File: config.mk
export PLATFORM = sky130hd
export DESIGN_NAME = uart_rx
export DESIGN_NICKNAME = d
export VERILOG_FILES = /design/src/rtl/uart_rx.sv
export SDC_FILE = /design/constraint.sdc
export NUM_CORES = 1
export LEC_CHECK = 0
export ABC_AREA = 1
export BUFFER_PORTS_ARGS = -buffer_cell sky130_fd_sc_hd__buf_2
export CAP_MARGIN = 25
export CORE_ASPECT_RATIO = 1.25
export CORE_MARGIN = 2
export CORE_UTILIZATION = 40
export CTS_CLUSTER_DIAMETER = 120
export DETAILED_ROUTE_END_ITERATION = 12
export GPL_ROUTABILITY_DRIVEN = 0
export MAX_ROUTING_LAYER = met4
export PLACE_DENSITY = 0.58
export SYNTH_ARGS = -nofsm -noshare
export SYNTH_HDL_FRONTEND = slang
export SYNTH_SLANG_ARGS = --single-unit
File: constraint.sdc
create_clock -name clk -period 2.1 [get_ports clk]
set_clock_uncertainty 0.15 [all_clocks]
set_input_delay 0.315 -clock clk [delete_from_list [all_inputs] [get_ports clk]]
set_output_delay 0.315 -clock clk [all_outputs]
set_load 0.05 [all_outputs]
File: src/rtl/uart_rx.sv
// UART receiver: 2-flop synchronised rx, 1 start / 8 data (LSB first) / 1 stop, sampled mid-bit.
// Optional macro RX_PARITY_EN adds an even-parity bit between the data and stop bits.
module uart_rx #(
  parameter int SAMPLES_PER_BIT = 16
) (
  input  logic       clk,
  input  logic       rst,
  input  logic       rx_i,
  output logic [7:0] data_out_o,
  output logic       rx_valid_o,
  output logic       frame_err_o,
  output logic       parity_err_o,
  output logic       busy_o,
  output logic [2:0] state_o
);

  localparam int CW = $clog2(SAMPLES_PER_BIT);
  localparam logic [CW-1:0] CNT_HALF = CW'(SAMPLES_PER_BIT / 2 - 1);
  localparam logic [CW-1:0] CNT_LAST = CW'(SAMPLES_PER_BIT - 1);
  localparam logic [CW-1:0] CNT_ONE  = {{(CW-1){1'b0}}, 1'b1};

  typedef enum logic [2:0] {
    S_IDLE   = 3'd0,
    S_START  = 3'd1,
    S_DATA   = 3'd2,
    S_PARITY = 3'd3,
    S_STOP   = 3'd4,
    S_BREAK  = 3'd5
  } state_t;

  state_t          state_q;
  logic            sync1_q;
  logic            rxs_q;
  logic [CW-1:0]   cnt_q;
  logic [CW-1:0]   cnt_d;
  logic [2:0]      bit_cnt_q;
  logic [7:0]      shift_q;
  logic [7:0]      data_q;
  logic            rx_valid_q;
  logic            frame_err_q;
  logic            busy_q;
  logic            sample_pt_s;

`ifdef RX_PARITY_EN
  logic            parity_bit_q;
  logic            parity_err_q;

  function automatic logic even_parity(input logic [7:0] d);
    return ^d;
  endfunction
`endif

  // Two-flop synchroniser for the asynchronous serial line
  always_ff @(posedge clk or posedge rst) begin
    if (rst) begin
      sync1_q <= 1'b1;
      rxs_q   <= 1'b1;
    end else begin
      sync1_q <= rx_i;
      rxs_q   <= sync1_q;
    end
  end

  assign sample_pt_s = (cnt_q == CNT_LAST);

  // Free-running sample counter, wraps after the last sample of a bit
  always_comb begin
    cnt_d = '0;
    if (cnt_q == CNT_LAST) begin
      cnt_d = '0;
    end else begin
      cnt_d = cnt_q + CNT_ONE;
    end
  end

  // Receive FSM with registered strobes and data
  always_ff @(posedge clk or posedge rst) begin
    if (rst) begin
      state_q      <= S_IDLE;
      cnt_q        <= '0;
      bit_cnt_q    <= 3'd0;
      shift_q      <= 8'h00;
      data_q       <= 8'h00;
      rx_valid_q   <= 1'b0;
      frame_err_q  <= 1'b0;
      busy_q       <= 1'b0;
`ifdef RX_PARITY_EN
      parity_bit_q <= 1'b0;
      parity_err_q <= 1'b0;
`endif
    end else begin
      rx_valid_q  <= 1'b0;
      frame_err_q <= 1'b0;
`ifdef RX_PARITY_EN
      parity_err_q <= 1'b0;
`endif
      case (state_q)
        S_IDLE: begin
          cnt_q <= '0;
          if (!rxs_q) begin
            state_q <= S_START;
            busy_q  <= 1'b1;
          end
        end
        S_START: begin
          if (cnt_q == CNT_HALF) begin
            cnt_q     <= '0;
            bit_cnt_q <= 3'd0;
            if (rxs_q) begin
              state_q <= S_IDLE;
              busy_q  <= 1'b0;
            end else begin
              state_q <= S_DATA;
            end
          end else begin
            cnt_q <= cnt_d;
          end
        end
        S_DATA: begin
          cnt_q <= cnt_d;
          if (sample_pt_s) begin
            shift_q[bit_cnt_q] <= rxs_q;
            bit_cnt_q          <= bit_cnt_q + 3'd1;
            if (bit_cnt_q == 3'd7) begin
`ifdef RX_PARITY_EN
              state_q <= S_PARITY;
`else
              state_q <= S_STOP;
`endif
            end
          end
        end
        S_PARITY: begin
`ifdef RX_PARITY_EN
          cnt_q <= cnt_d;
          if (sample_pt_s) begin
            parity_bit_q <= rxs_q;
            state_q      <= S_STOP;
          end
`else
          cnt_q   <= '0;
          state_q <= S_IDLE;
          busy_q  <= 1'b0;
`endif
        end
        S_STOP: begin
          cnt_q <= cnt_d;
          if (sample_pt_s) begin
            cnt_q <= '0;
            // A low stop bit wins over any parity result
            if (!rxs_q) begin
              frame_err_q <= 1'b1;
              state_q     <= S_BREAK;
            end
`ifdef RX_PARITY_EN
            else if (even_parity(shift_q) != parity_bit_q) begin
              parity_err_q <= 1'b1;
              state_q      <= S_IDLE;
              busy_q       <= 1'b0;
            end
`endif
            else begin
              data_q     <= shift_q;
              rx_valid_q <= 1'b1;
              state_q    <= S_IDLE;
              busy_q     <= 1'b0;
            end
          end
        end
        S_BREAK: begin
          cnt_q <= '0;
          if (rxs_q) begin
            state_q <= S_IDLE;
            busy_q  <= 1'b0;
          end
        end
        default: begin
          cnt_q   <= '0;
          state_q <= S_IDLE;
          busy_q  <= 1'b0;
        end
      endcase
    end
  end

  assign data_out_o  = data_q;
  assign rx_valid_o  = rx_valid_q;
  assign frame_err_o = frame_err_q;
  assign busy_o      = busy_q;
  assign state_o     = state_q;
`ifdef RX_PARITY_EN
  assign parity_err_o = parity_err_q;
`else
  assign parity_err_o = 1'b0;
`endif

endmodule

# After elaboration in Yosys (flattened, before gate mapping)
# Index checks and enable logic that the tools add are counted.
[op_classes] addsub=2 magnitude_cmp=2 eq_ne=13 muxes=30 n_bitwise=1 n_reduce_logical=8
[op_table] cell="two-way mux 3 bit" count=9
[op_table] cell="one-hot mux 3 bit (5 select lines)" count=1
[op_table] cell="two-way mux 4 bit" count=3
[op_table] cell="!= test 2 bit (second input constant)" count=6
[op_table] cell="one-hot mux 4 bit (3 select lines)" count=1
[op_table] cell="two-way mux 1 bit" count=11
[op_table] cell="equality test 3 bit (second input constant)" count=3
[op_table] cell="bitwise mux 8 bit" count=1
[op_table] cell="one-hot mux 3 bit (2 select lines)" count=1
[op_table] cell="AND reduction 3 bit" count=2
[op_table] cell="AND reduction 6 bit" count=1
[op_table] cell="one-hot mux 1 bit (5 select lines)" count=1
[op_table] cell="adder 4 x 1 -> 4 bit (second input constant)" count=1
[op_table] cell="equality test 4 x 3 -> 1 bit (second input constant)" count=1
[op_table] cell="equality test 4 bit (second input constant)" count=1
[op_table] cell="< comparator 3 x 4 -> 1 bit (second input constant)" count=1
[op_table] cell="AND reduction 4 bit" count=1
[op_table] cell="adder 3 x 1 -> 3 bit (second input constant)" count=1
[op_table] cell="demux 1 bit (select 3 bit)" count=1
[op_table] cell="equality test 3 x 1 -> 1 bit (second input constant)" count=1
[op_table] cell="equality test 3 x 2 -> 1 bit (second input constant)" count=1
[op_table] cell="greater-or-equal comparator 3 x 1 -> 1 bit (second input constant)" count=1
[op_table] cell="logical NOT 3 bit" count=1
[op_table] cell="two-way mux 2 bit" count=1
[op_table] cell="4 further kinds" count=4
[totals] reg_bits=31 inputBits=3 out_inout_bits=15 word_cells=66

# Longest topological paths before layout
# Gate-level depths: netlist of run 1.
[depth] word_depth=5 mapped_depth=9 ltp_nobuf=9

# Least setup slack after synthesis of run 1
# No wires, ideal clock.
[synth_path] path_type="register to register" start="register state_q[2] (netlist: state_o[2])" end="register state_q[2] (netlist: state_o[2])" setup_ns=0.116 arrival_time_ns=1.436 required_ns=1.834 slack_ns=0.397 stages_incl_launch_ff=9 n_path_buf=1 period_less_slack_ns=1.703 path_cell_list="dfrtp_1 -> buf_4 -> inv_1 -> nand3_2 -> nand2_1 -> nor2_2 -> nand2_1 -> nand2_1 -> nand2_1"
[synth_between] elab_chain_cells=3 elab_cells_between_ends=13 cone_classes="eq/ne: 10; mux: 1; reduce/logical: 2"
[synth_rtl] item="start, declared" line="31" source="state_t state_q;"
[synth_rtl] item="start signal, assigned" line="79" source="state_q <= S_IDLE;"
[synth_rtl] item="start signal, assigned" line="101" source="state_q <= S_START;"
[synth_rtl] item="start signal, assigned" line="110" source="state_q <= S_IDLE;"
[synth_rtl] item="equality test 3 x 2 -> 1 bit (tied with other cells)" line="97" source="case (state_q)"
[synth_rtl] item="!= test 2 bit (no line)"
[synth_rtl] item="AND reduction 6 bit (no line)"
# Several ways; a longest one is shown, not always the timed one.
# A chain may end at the register's enable or synchronous reset.

# Worst setup path after layout of run 1
[layout_path] start="register cnt_q[0]" end="register data_q[3] (netlist: data_out_o[3])"
[layout_between] elab_chain_cells=2
[layout_rtl] item="start, declared" line="34" source="logic [CW-1:0] cnt_q;"
[layout_rtl] item="start signal, assigned" line="116" source="cnt_q <= cnt_d;"
[layout_rtl] item="start signal, assigned" line="120" source="cnt_q <= cnt_d;"
[layout_rtl] item="start signal, assigned" line="147" source="cnt_q <= cnt_d;"
[layout_rtl] item="equality test 4 bit" line="64" source="assign sample_pt_s = (cnt_q == CNT_LAST);"
[layout_rtl] item="AND reduction 3 bit (no line)"
[layout_rtl] item="end signal, assigned" line="163" source="data_q <= shift_q;"
[layout_rtl] item="end, declared" line="38" source="logic [7:0] data_q;"
# Every way passes these cells.

==> results of run 1 <==
## state kept, by name, indices dropped and copies added (netlist names)
signal       flops
sync1_q          1
bit_cnt_q        3
shift_q          8
cnt_q            4
rx_valid_o       1
busy_o           1
state_o          3
rxs_q            1
data_out_o       8
frame_err_o      1
## per-stage QoR
step	area, sq um	setup WS [ns]
floorplan	1510	0.3972
global placement	1643	0.3715
detailed placement	1643	0.2810
CTS	1780	0.2754
global route	1780	0.1238
finish	1780	0.3052
## cell type report
class / count / area share (%)
Multi-Input combinational cell: 120 / 35.21
Timing Repair Buffer: 23 / 7.730
Inverter: 19 / 4.006
Sequential cell: 31 / 43.71
Tap cell: 39 / 2.741
Clock buffer: 6 / 4.638
Clock inverter: 2 / 1.968
## synthesized netlist by cell type
master | number | area share [%]
o21ai_0 | 7 | 2.3
nand4_1 | 2 | 0.83
nor2_1 | 9 | 2.2
nor2_4 | 1 | 0.75
nand3_2 | 1 | 0.66
nand3_1 | 15 | 5.0
nand2_4 | 1 | 0.75
nor3_1 | 2 | 0.66
nor2_2 | 8 | 3.3
o21ai_2 | 3 | 1.7
xnor2_1 | 1 | 0.58
buf_4 | 3 | 1.5
nand3_4 | 1 | 1.2
nor2_8 | 1 | 1.3
dfrtp_1 | 29 | 48
o21ai_1 | 9 | 3.0
a31oi_1 | 1 | 0.41
inv_1 | 17 | 4.2
and2_1 | 1 | 0.41
nand2_1 | 51 | 13
buf_6 | 1 | 0.75
ha_1 | 3 | 2.5
dfstp_2 | 2 | 3.5
conb_1 | 1 | 0.25
nand3b_1 | 2 | 0.99
inv_2 | 2 | 0.50
## worst max-delay path: stages, from the launching register on
cell	delay (ns)
dfrtp_1	0.37
ha_1	0.26
nand3_4	0.15
inv_1	0.10
nand4_1	0.26
buf_4	0.28
nand2_1	0.07
o21ai_2	0.05
## per-layer routing
metal	vias up	GRT usage, %	share of wire [%]
met5	-	-	0
met4	0	6.818	1.8
met3	5	4.787	4.3
met2	20	28.27	51
met1	537	16.50	43
li1	598	-	-
## worst max-delay path by stage
| stage | endpoint | slack, ns | depth (start not counted) |
|---|---|---|---|
| 6_report | data_out_o[3] | 0.31 | 7 |
| 3_5_place_dp | data_out_o[3] | 0.28 | 7 |
| 4_1_cts | data_out_o[3] | 0.28 | 7 |
| 3_3_place_gp | data_out_o[5] | 0.37 | 7 |
| 2_1_floorplan | state_o[2] | 0.40 | 8 |
| 5_1_grt | data_out_o[3] | 0.12 | 7 |
## what timing repair did
action                                 in CTS  in global routing
hold buffers                                2                  0
endpoints found under the hold margin      30                  0
resized for setup                           0                  0
## logic make-up after synthesis
logic type | Yosys count
and+or+nand+nor | 95
DFF | 31
buffers and inverters | 23
AOI/OAI and AO/OA | 20
adders and majority gates | 3
xor gates and xnor gates | 1
other | 1
## where the power goes
group	internal (mW)	switching, mW	total (mW)	leakage [nW]
clock network	0.383	0.220	0.603	0.0612
logic	0.212	0.481	0.693	0.485
registers	0.656	0.0535	0.710	0.419
total	1.25	0.755	2.01	0.965
## cells in the final DEF, fill, tap and decap left out, drive strengths merged
master and instances:
nor2 19, dfstp 2, clkinv 1, xnor2 1, clkbuf 6, nand3 17, nand2 52, buf 21
bufinv 1, conb 1, nand3b 2, inv 19, dlygate4sd3 2, a31oi 1, nand4 2, ha 3
dfrtp 29, nor3 2, and2 1, o21ai 19
==> impl_metrics.tcl, run 1 <==
set metrics [dict create \
    synth_compound_gate_area_share_pct 7.457 \
    clk_latency_ns 0.28 \
    nNetsFinal 206 \
    min_to "rxs_q" \
    core_sq_um 3543 \
    synth_mux_area_share_pct 0 \
    synth_area_sq_um 1510 \
    post_synth_inst_count 174 \
    crit_required_ns 2.12 \
    syn_nets 180 \
    synthXorXnorAreaFrac_pct 0.5800 \
    drt_wl_total_microns 2863 \
    clockBufferDepth 2 \
    dp_cells 230 \
    drtAntennaViolNets 0 \
    r2r-end "data_out_o[3]" \
    postCtsSetupRepairBufs 0 \
    r2r-start "cnt_q[0]" \
    start_kind "flip-flop" \
    fin_tns_setup_ns 0 \
    numPortBuffers 16 \
    cts_buffers 5 \
    route.detailed.wl_per_inst_microns 11.93 \
    hold_viol_final 0 \
    peakVddDrop_v 0.0009593 \
    nFillCells 348 \
    yosysSeqAreaShare_pct 51.53 \
    setup_viol 0 \
    path_max_fanout 7 \
    cts_tree "done" \
    rsz0062_at_grt "false" \
    drtPass1Iterations 4 \
    synth_fa_ha_area_share_pct 2.486 \
    vias 1160 \
    globalRouteTotalUtil_pct 16.16 \
    grt_antenna_before_repair 0 \
    reg2regPathDepth 7 \
    cp-startpoint "cnt_q[0]" \
    clk_pin_slew_ns 0.06 \
    detail_route.vias_per_cell 4.833 \
    start_util_pct 42.62 \
    drc 0 \
    fin_crit_sh_pct 85.46 \
    ys_warn_count 0 \
    dr.first_iter.drc_count 67 \
    cts_max_level 2 \
    end_kind "flip-flop" \
    regArea_sq_um 778.2 \
    layout.cells.non_filler 240 \
    slew_viol_final 0 \
    leakage_nw 0.9652 \
    dpl.hpwl_microns 2166 \
    r2r_setup_slack_ns 0.31 \
    clkSinkCount 31 \
    die_y_microns 72.70 \
    num_antenna_cells 0 \
    gr-total-overflow 0 \
    syn_area_per_cell_sq_um 8.679 \
    grt_max_degree 32 \
    hold_path_class "flip-flop to flip-flop" \
    chipWidth_microns 58.96 \
    grt_first_pass_wirelength_microns 4974 \
    whs_ns 0.2087 \
    drive_gt1_share_pct 24.38 \
    utilization_pct 50.25 \
    final.min_clock_period_ns 1.795 \
    synthSimpleGateAreaFrac_pct 30.74 \
    fmax_mhz 557.2 \
    grt_pass1_vias 1177 \
    critPathKind "flip-flop to flip-flop" \
    cts_root_buf "clkbuf_8" \
    rows 24 \
    ys_ff_latch 31 \
    ys_types 26 \
    cap_violations 0 \
    critical_path_arrival_ns 1.82 \
    power_density_nw_per_um2 1127 \
    area_growth_pct 17.90 \
    synth_top_family_by_area "simple AND/OR/NAND/NOR gates" \
    status "finished, final reports clean" \
    die-area_sq_um 4286 \
    hold_depth 0 \
    finalPower_mw 2.006 \
    multiInputGateArea_sq_um 626.9 \
    io_pins 18 \
    hold_start "sync1_q" \
]
Note: power is estimated with default switching activity, not from simulation.
==> run 2, diff against run 1 <==
==> constraint.sdc (replaced) <==
create_clock -name clk -period 1.8 [get_ports clk]
set_clock_uncertainty 0.15 [all_clocks]
set_input_delay 0.27 -clock clk [delete_from_list [all_inputs] [get_ports clk]]
set_output_delay 0.27 -clock clk [all_outputs]
set_load 0.05 [all_outputs]
==> impl_metrics.tcl, run 2 (same netlist as run 1, synthesis figures left out) <==
set metrics [dict create \
    status "finished, final reports clean" \
    crit_required_ns 1.38 \
    setup_viol 0 \
    clkSinkCount 31 \
    cts_buffers 5 \
    drt_wl_total_microns 2731 \
    grt_first_pass_wirelength_microns 4988 \
    start_kind "flip-flop" \
    fmax_mhz 608.2 \
    clk_pin_slew_ns 0.06 \
    leakage_nw 0.9447 \
    cap_violations 0 \
    cts_tree "done" \
    numPortBuffers 16 \
    rows 24 \
    start_util_pct 42.62 \
    die_y_microns 72.70 \
    drtAntennaViolNets 0 \
    r2r_setup_slack_ns 0.21 \
    fin_crit_sh_pct 91.35 \
    final_common_cell "nand2_1" \
    hold_path_class "flip-flop to flip-flop" \
    globalRouteTotalUtil_pct 15.93 \
    detail_route.vias_per_cell 4.933 \
    final.min_clock_period_ns 1.644 \
    die-area_sq_um 4286 \
    dr.first_iter.drc_count 57 \
    peakVddDrop_v 0.0008307 \
    utilization_pct 49.36 \
    power_density_nw_per_um2 1237 \
    cp-startpoint "state_o[2]" \
    drc 0 \
    rsz0062_at_grt "false" \
    cts_max_level 2 \
    nFillCells 353 \
    critPathKind "flip-flop to output port" \
    critical_path_arrival_ns 1.22 \
    core_sq_um 3543 \
    fin_tns_setup_ns 0 \
    slew_viol_final 0 \
    grt_max_degree 32 \
    vias 1179 \
    path_max_fanout 13 \
    cts_root_buf "clkbuf_8" \
    grt_antenna_before_repair 0 \
    finalPower_mw 2.164 \
    dpl.hpwl_microns 2088 \
    final_cell_mix "nand2_1, dfrtp_1, inv_1" \
    cpMaxStageDelayCell "dfrtp_1" \
    clk_latency_ns 0.28 \
    clockBufferDepth 2 \
    route.detailed.wl_per_inst_microns 11.43 \
    drive_gt1_share_pct 24.00 \
    nNetsFinal 205 \
    crit_path_max_incr_delay_ns 0.61 \
    grt_pass1_vias 1135 \
    hold_viol_final 0 \
    end_kind "output port" \
    cp_top_family "flip-flops" \
    drtPass1Iterations 4 \
    io_pins 18 \
    path_cells "buf_2" \
    area_growth_pct 15.82 \
    gr-total-overflow 0 \
    r2r-start "cnt_q[0]" \
    whs_ns 0.2103 \
    num_antenna_cells 0 \
    chipWidth_microns 58.96 \
    hold_start "sync1_q" \
    path_buf_inv 1 \
]
-- run 2: cell count changes in the layout (fill, tap and decap cells not counted), sizes merged --
| cell | change |
|---|---|
| bufinv | -1 |
| buf | -1 |
| clkbuf | +1 |
-- run 2: worst paths after layout --
kind                            endpoint  cells after the start
max                           state_o[2]                      1
min                                rxs_q                      0
max reg2reg                data_out_o[3]                      7
min reg2reg                        rxs_q                      0
max in group asynchronous        sync1_q                      4
min in group asynchronous     shift_q[0]                      4
-- run 2: timing repair --
item | in CTS | in global routing
buffers inserted | 0 | 0
gates resized for setup | 0 | 1
hold endpoints to repair | 30 | 0
hold buffers | 2 | 0
endpoints found under the setup margin | 0 | 1
-- run 2: layout make-up --
| class | count | area (sq um) | area share, % |
|---|---|---|---|
| clock buffer | 7 | 86.33 | 4.936 |
| clock inverter | 1 | 5.005 | 0.2861 |
| inverter | 19 | 71.32 | 4.077 |
| multi-input combinational | 120 | 629.4 | 35.98 |
| sequential | 31 | 778.2 | 44.49 |
| tap | 39 | 48.80 | 2.790 |
| timing repair buffer | 22 | 130.1 | 7.439 |
-- run 2: layer usage --
metal	GRT usage, %	vias to the layer above	wire [microns]	part of all wire, %
met2	25.93	21	1377	50
met1	17.97	551	1196	44
met4	6.566	0	48	1.8
met5	-	-	0	0
li1	-	601	-	-
met3	4.965	6	108	4.0
-- run 2: per-stage QoR --
step	setup slack, ns	cells	instance area [sq um]
2_1_floorplan	0.09715	174	1510
3_3_place_gp	0.1761	229	1635
3_5_place_dp	0.1878	229	1635
4_1_cts	0.1441	239	1747
5_1_grt	0.04201	239	1749
6_report	0.1557	239	1749
-- run 2: report_power, final --
group | switching [mW] | leakage, nW | internal, mW
Combinational | 0.532 | 0.478 | 0.238
Sequential | 0.0815 | 0.419 | 0.766
Clock | 0.239 | 0.0482 | 0.308
Total | 0.852 | 0.945 | 1.31
==> run 3, diff against run 2 <==
==> config.mk (replaced) <==
export PLATFORM = sky130hd
export DESIGN_NAME = uart_rx
export DESIGN_NICKNAME = d
export VERILOG_FILES = /design/src/rtl/uart_rx.sv
export SDC_FILE = /design/constraint.sdc
export NUM_CORES = 1
export LEC_CHECK = 0
export BUFFER_PORTS_ARGS = -buffer_cell sky130_fd_sc_hd__buf_2
export CAP_MARGIN = 25
export CORE_ASPECT_RATIO = 1.25
export CORE_MARGIN = 2
export CORE_UTILIZATION = 56
export CTS_CLUSTER_DIAMETER = 120
export DETAILED_ROUTE_END_ITERATION = 12
export GPL_ROUTABILITY_DRIVEN = 0
export MAX_ROUTING_LAYER = met4
export PLACE_DENSITY = 0.77
export SYNTH_ARGS = -nofsm -noshare
export SYNTH_HDL_FRONTEND = slang
export SYNTH_SLANG_ARGS = --single-unit
==> impl_metrics.tcl, run 3 <==
set metrics [dict create \
    synth_ff_type "dfrtp_1" \
    detail_route.vias_per_cell 5.696 \
    synth_top_area_share_pct 49.87 \
    yosysTopAreaCell "dfrtp_1" \
    ys_warn_count 0 \
    synth_edf_count 0 \
    synth_area_leaders "dfrtp_1, mux2_2, dfstp_2" \
    syn_nets 127 \
    rsz0062_at_grt "false" \
    setup_viol 0 \
    gr-total-overflow 0 \
    die_y_microns 60.99 \
    globalRouteTotalUtil_pct 21.69 \
    clk_latency_ns 0.33 \
    place_area_sq_um 1620 \
    nNetsFinal 156 \
    slew_viol_final 0 \
    status "finished, final reports clean" \
    end_kind "flip-flop" \
    fin_tns_setup_ns 0 \
    crit_required_ns 1.87 \
    synthArstFlopShare_pct 100.0 \
    synth_common_cells "dfrtp_1, mux2_2, a21oi_1, clkbuf_1, nand2b_1" \
    chipWidth_microns 49.60 \
    post_synth_inst_count 121 \
    drive_gt1_share_pct 39.74 \
    grt_max_degree 32 \
    synth_area_sq_um 1455 \
    clockBufferDepth 2 \
    stdcell_area_sq_um 1710 \
    path_max_fanout 10 \
    clkSinkCount 31 \
    hold_viol_final 0 \
    ys_ff_latch 31 \
    route.detailed.wl_per_inst_microns 16.01 \
    grt_pass1_vias 999 \
    drt_wl_total_microns 2945 \
    io_pins 18 \
    cts_root_buf "clkbuf_4" \
    grt_antenna_before_repair 0 \
    yosysSeqAreaShare_pct 53.48 \
    drtPass1Iterations 4 \
    start_kind "flip-flop" \
    cts_buffers 5 \
    dr.first_iter.drc_count 32 \
    num_antenna_cells 0 \
    syn_area_per_cell_sq_um 12.03 \
    clk_pin_slew_ns 0.10 \
    area_growth_pct 17.54 \
    drc 0 \
    fmax_mhz 580.7 \
    finalPower_mw 1.760 \
    r2r_setup_slack_ns 0.08 \
    hold_path_class "flip-flop to flip-flop" \
    grt_first_pass_wirelength_microns 4623 \
    final_common_cell "dfrtp_1" \
    critical_path_arrival_ns 1.79 \
    numPortBuffers 16 \
    synth_most_common_cell "dfrtp_1" \
    die-area_sq_um 3025 \
    dpl.hpwl_microns 1983 \
    power_density_nw_per_um2 1029 \
    final.min_clock_period_ns 1.722 \
    peakVddDrop_v 0.0007421 \
    final_cell_mix "dfrtp_1, mux2_2, buf_2" \
    critPathKind "flip-flop to flip-flop" \
    cts_max_level 2 \
    fin_crit_sh_pct 95.67 \
    drtAntennaViolNets 0 \
    vias 1048 \
    core_sq_um 2452 \
    rows 20 \
    start_util_pct 59.34 \
    ys_types 39 \
    cap_violations 0 \
    cts_tree "done" \
    leakage_nw 0.8471 \
]
[run 3: report_power, final]
group	leakage (nW)	internal [mW]	switching (mW)
logic	0.410	0.240	0.292
registers	0.407	0.770	0.0783
clock network	0.0293	0.152	0.228
[run 3: area by class of cell]
type,instances,area [sq um]
clock inverter,1,5.005
clock buffer,7,45.04
inverter,3,11.26
timing repair buffer,30,190.2
multi-input combinational,79,635.6
fill,213,742.0
sequential,31,782.0
tap,33,41.29
[run 3: metrics by stage]
stage	hold WS, ns	worst slack (ns)	utilization (%)	std cells
finish	0.2052	0.07787	69.74	184
floorplan	0.1245	0.02562	-	121
global placement	0.1962	0.1091	66.07	172
CTS	0.2052	0.02692	69.23	183
global route	0.2230	0.06452	69.74	184
detailed placement	0.2029	0.007111	66.07	172
[run 3: kinds of logic after synthesis]
| kind of cell | Yosys count | synth area share, % |
|---|---|---|
| buffers and inverters | 11 | 3.181 |
| multiplexers | 16 | 12.38 |
| AO/OA/AOI/OAI | 24 | 11.35 |
| other | 1 | 0.2577 |
| AND/OR/NAND/NOR | 34 | 16.17 |
| XOR/XNOR | 1 | 0.6020 |
| adder cells (fa/ha/maj) | 3 | 2.580 |
| flip-flops | 31 | 53.48 |
[run 3: path summary, 6_finish.rpt]
kind,from,end,depth (start not counted)
min in group asynchronous,rst,cnt_q[2],4
max,cnt_q[0],shift_q[5],5
min,sync1_q,rxs_q,0
max reg2reg,cnt_q[0],shift_q[5],5
max in group asynchronous,rst,sync1_q,4
min reg2reg,sync1_q,rxs_q,0
[run 3: metal layers]
| layer | track usage [%] | vias up | share of wire (%) |
|---|---|---|---|
| li1 | - | 497 | - |
| met1 | 24.52 | 531 | 42 |
| met2 | 36.38 | 14 | 52 |
| met3 | 5.172 | 6 | 3.1 |
| met4 | 10.71 | 0 | 2.0 |
| met5 | - | - | 0 |
[run 3: repair_timing]
action	4_1_cts	5_1_grt
gates cloned	0	0
setup endpoints to repair	1	10
endpoints found under the hold margin	30	0
resized for setup	0	2
hold buffers	2	0
buffers inserted	1	1
[run 3: worst max-delay path, cell delays in order, from the launching register on]
cell      delay, ns
dfrtp_1        0.40
ha_1           0.22
and3_4         0.21
buf_4          0.17
nand4b_1       0.10
mux2_2         0.35
